### src/rtl/risc_reg_file.sv
// risc_reg_file: 8 x 16-bit register file for the 16-bit RISC datapath.
// Two registered read ports (A/B) and one write port. All state moves on the
// falling clock edge, which leaves the rising edge free for pipeline stages.
// Optional build macro: WRITE_BYPASS_EN. When it is defined, a same-edge write
// to the address being read is forwarded to that read port (write-first).
// When it is undefined, a same-edge read returns the old register contents.
module risc_reg_file #(
  parameter int DATA_W = 16,
  parameter int ADDR_W = 3
) (
  input  logic              clock,
  input  logic              reset_n,
  input  logic              enable,
  input  logic              regenable,
  input  logic [ADDR_W-1:0] readreg1,
  input  logic [ADDR_W-1:0] readreg2,
  input  logic [ADDR_W-1:0] writereg,
  output logic [DATA_W-1:0] data_A,
  output logic [DATA_W-1:0] data_B,
  input  logic [DATA_W-1:0] data_result
);

  localparam int NREG = 1 << ADDR_W;

  logic [DATA_W-1:0] regs [NREG];
  logic [DATA_W-1:0] rd_a, rd_b;
  logic              wr_en;

  // A write happens only when the stage is enabled; regenable alone does nothing
  assign wr_en = enable & regenable;

  // Read-port next values: array contents, optionally overridden by the write in flight
  always_comb begin
    rd_a = regs[readreg1];
    rd_b = regs[readreg2];
`ifdef WRITE_BYPASS_EN
    if (wr_en && (readreg1 == writereg)) rd_a = data_result;
    if (wr_en && (readreg2 == writereg)) rd_b = data_result;
`endif
  end

  // Falling-edge state update with asynchronous active-low clear of array and outputs
  always_ff @(negedge clock or negedge reset_n) begin
    if (!reset_n) begin
      for (int i = 0; i < NREG; i++) regs[i] <= '0;
      data_A <= '0;
      data_B <= '0;
    end else if (enable) begin
      data_A <= rd_a;
      data_B <= rd_b;
      if (regenable) regs[writereg] <= data_result;
    end
  end

endmodule

### config.mk
export PLATFORM = sky130hd
export DESIGN_NAME = risc_reg_file
export DESIGN_NICKNAME = d
export VERILOG_FILES = /design/src/rtl/risc_reg_file.sv
export SDC_FILE = /design/constraint.sdc
export NUM_CORES = 1
export LEC_CHECK = 0
export BUFFER_PORTS_ARGS = -buffer_cell sky130_fd_sc_hd__buf_2
export CAP_MARGIN = 40
export CORE_MARGIN = 2
export CORE_UTILIZATION = 45
export CTS_CLUSTER_DIAMETER = 40
export CTS_CLUSTER_SIZE = 8
export DETAILED_ROUTE_END_ITERATION = 6
export PLACE_DENSITY_LB_ADDON = 0.2
export SLEW_MARGIN = 15
export SYNTH_ARGS = -nofsm -noshare
export SYNTH_HDL_FRONTEND = slang
export SYNTH_SLANG_ARGS = --single-unit
### constraint.sdc
create_clock -name clock -period 1.3 [get_ports clock]
set_clock_uncertainty 0.05 [all_clocks]
set_input_delay 0.26 -clock clock [delete_from_list [all_inputs] [get_ports clock]]
set_output_delay 0.26 -clock clock [all_outputs]
set_load 0.02 [all_outputs]
==> summary.md <==
| Metric | Value |
|---|---|
| Number of nets in the final layout | `804` |
| Filler cells | `between 1000 and 1500` |
| Minimum setup slack among reg-to-reg paths | `0.06 ns` |
| Remaining routing DRC violations | `0` |
| Average wire length per cell after detail routing | `26.5 µm` |
| Count of mapped cells out of synthesis | `648` |
| Net count after synthesis | `about 680` |
| Boundary pin count | `between 60 and 70` |
| Number of vias per cell | `6.20` |
| Total design power | `between 0.015 and 0.02 W` |
| Final antenna-violating net count | `0` |
| HPWL after DPL | `15.5 mm` |
| Post-cts hold buffer count | `0` |
| Die Span X | `139 µm` |
| Number of buffers and inverters on the critical path | `1` |
| Initial Util | `45.9%` |
| Max-capacitance violation count | `0` |
| Ys async rst share | `100%` |
| Sequential share of the synthesized area | `48.5%` |
| Syn avg cell area | `approximately 13 µm²` |
| Overall fraction of global-route tracks in use | `27.8%` |
| Worst setup margin | `-0.684 ns` |
| Type of the worst min-delay path | `in -> async` |
| H-tree level count | `4` |
| PortBufs | `60` |
| Peak supply drop | `0.892 mV` |
| Area enclosed by the die boundary | `0.0194 mm²` |
| Startpoint of the worst register-to-register path | `regs[59]$_DFFE_NN0P_` |
| Worst path required time | `0.99 ns` |
| Final routed wirelength across all metal layers | `27.0 mm` |
| Weighted congestion at the end of routability-driven global placement | `about 0.80` |
| Total of flip-flops plus latches after synthesis | `160` |
| Placement row count | `49` |
| Total area of multi-input combinational cells | `0.00471 mm²` |
| Final setup TNS | `-87.51 ns` |
| Leading cell types by total area after synthesis | `sky130_fd_sc_hd__dfrtn_1 49%, sky130_fd_sc_hd__mux2_2 16%, sky130_fd_sc_hd__mux2i_1 12%, sky130_fd_sc_hd__nor2b_1 5.0%, sky130_fd_sc_hd__a41o_1 3.9%` |
| Count of synthesis-stage warnings from yosys | `0` |
| Worst R2R Path Depth | `3` |
| Max FO, Critical Path | `2` |
| TritonCTS clock tree | `built` |
| Total leakage power | `5.45 nW` |
| Count of inserted antenna diode cells | `0` |
| Failing checks | `setup timing` |
| Worst setup SP type | `flop` |
| Number of synthesized flops with an enable pin | `0` |
| Result of the run | `complete, but fails checks` |
| Most frequently used flop master after synthesis | `sky130_fd_sc_hd__dfrtn_1` |
| Number of distinct library cell variants in the gate-level netlist after synthesis | `22` |
| Hold Fails Final Rpt | `0` |
| Critical Path Sink Type | `output pin` |
| Layout cell share with drive strength beyond 1 | `~48%` |
| Pwr dens | `approximately 1400 mW/mm²` |
| Post-CTS clock slew at the launch and capture registers of the worst setup and hold paths | `0.05 ns` |
| Initial antenna violation count | `0` |
| Vertical die dimension | `roughly 140 µm` |
| Arrival time reported for the critical path endpoint | `1.67 ns` |
| Wire length of the first global-routing pass | `41.1 mm` |
| Library cell used as clock root buffer | `sky130_fd_sc_hd__clkbuf_16` |
| Total core area | `between 0.015 and 0.02 mm²` |
| Count of final setup violators | `192` |
| Reg-to-reg endpoint | `data_A[11]$_DFFE_NN0P_` |
| Slowest cell on the critical path | `sky130_fd_sc_hd__dfrtn_1` |
| Initial DRC count | `515` |
| Area used by sequential logic in the layout | `0.00400 mm²` |
| Detailed-routing iteration count for the pre-antenna-repair pass | `5` |
| Fin. max-slew vios | `0` |
| Stage delay of the slowest cell on the critical path | `0.47 ns` |
| Critical path class | `reg -> out` |
| RSZ-0062 raised after global routing | `true` |
| Yosys top cell by area | `sky130_fd_sc_hd__dfrtn_1` |
| Inserted Clock Buffers | `17` |
| Pin count of the biggest net entering global routing | `34` |
| Worst slew margin | `75.9%` |
| Top delay family on crit path | `flip-flops` |
| Top-count cell post-synth | `sky130_fd_sc_hd__dfrtn_1` |
| Syn-to-layout area delta | `42.4%` |
| Via count | `6310` |
| Vias in the first global route | `6610` |
| Residual overflow from global routing | `0` |
| Slew of the pin with the lowest slew margin | `0.362 ns` |
| Clk_lat worst skew | `0.41 ns` |
| Total standard cell area after synthesis | `0.00825 mm²` |
| Area share of the largest cell type after synthesis | `48.5%` |
| Number of buffers on the longest clock path | `2` |
| Top post-synthesis cells by count | `160 x sky130_fd_sc_hd__dfrtn_1, 117 x sky130_fd_sc_hd__mux2_2, 96 x sky130_fd_sc_hd__mux2i_1` |
| Worst path cell trace | `buf_6` |
| Clock Sink Count | `160` |
cell type report:
cell class	instances	share of cell area, %
repair buffers	159	18.4
multi-input cells	437	40.1
well taps	229	2.44
clock buffers	20	3.89
flip-flops and latches	160	34.1
clock inverters	12	1.14
timing repair:
| action | 4_1_cts | 5_1_grt |
|---|---|---|
| cloned | 20 | 1 |
| setup buffers | 16 | 5 |
| pin swaps | 39 | 25 |
| gates resized for setup | 223 | 52 |
| endpoints found under the setup margin | 192 | 192 |
power breakdown:
| group | switching [W] | internal, W | total [W] |
|---|---|---|---|
| clock network | 0.00213 | 0.00293 | 0.00506 |
| registers | 0.00108 | 0.00619 | 0.00727 |
| logic | 0.00179 | 0.00285 | 0.00465 |
through the flow:
| step | cells | hold WS (ns) | setup slack (ns) | instance area [µm²] | util, % |
|---|---|---|---|---|---|
| after CTS | 1016 | 0.220 | -0.670 | 11600 | 64.4 |
| after detailed placement | 948 | 0.416 | -1.01 | 9560 | 53.2 |
| final | 1017 | 0.224 | -0.684 | 11800 | 65.4 |
| after global placement | 948 | 0.411 | -0.979 | 9560 | 53.2 |
| after floorplan | 648 | 0.396 | -0.859 | 8710 | - |
| after global routing | 1017 | 0.219 | -0.700 | 11800 | 65.4 |
layer usage:
layer	part of all wire, %	routed length (µm)	global-route usage [%]
met1	42	11300	37.1
met3	5.6	1500	4.99
met2	50	13400	44.4
met5	0	0	0
met4	3.1	849	12.9
how the worst max path moves through the flow:
| stage | slack, ns | from | cells past startpoint | end |
|---|---|---|---|---|
| 3_5_place_dp | -1.01 | writereg[2] | 5 | regs[119]$_DFFE_NN0P_ |
| 5_1_grt | -0.70 | data_A[14]$_DFFE_NN0P_ | 1 | data_A[14] |
| 3_3_place_gp | -0.98 | writereg[2] | 5 | regs[125]$_DFFE_NN0P_ |
| 6_report | -0.68 | data_A[14]$_DFFE_NN0P_ | 1 | data_A[14] |
| 2_1_floorplan | -0.86 | writereg[2] | 5 | regs[125]$_DFFE_NN0P_ |
| 4_1_cts | -0.67 | data_A[14]$_DFFE_NN0P_ | 1 | data_A[14] |
cell usage in the layout, fill, tap and decap left out, drive strengths merged, types with 2 or more instances in the layout:
cell type,netlist,layout
mux2i,96,96
mux2,128,128
buf,40,158
a211o,32,32
nor2,8,8
or3,2,2
a22oi,32,32
nor2b,66,66
dfrtn,160,160
bufinv,0,2
a41o,32,32
clkinv,0,4
nand3,33,33
clkbuf,13,21
clkinvlp,0,5
nand2b,4,6
kinds of logic after synthesis:
group / share of synthesized area [%]
multiplexers: 29.6
buffers and inverters: 3.32
AO/OA/AOI/OAI: 10.2
flip-flops: 48.5
AND/OR/NAND/NOR: 8.35
sequential cells by signal, indices dropped and copies added (netlist names):
register  flops
regs        128
data_B       16
data_A       16
Note: power is estimated with default switching activity, not from simulation.
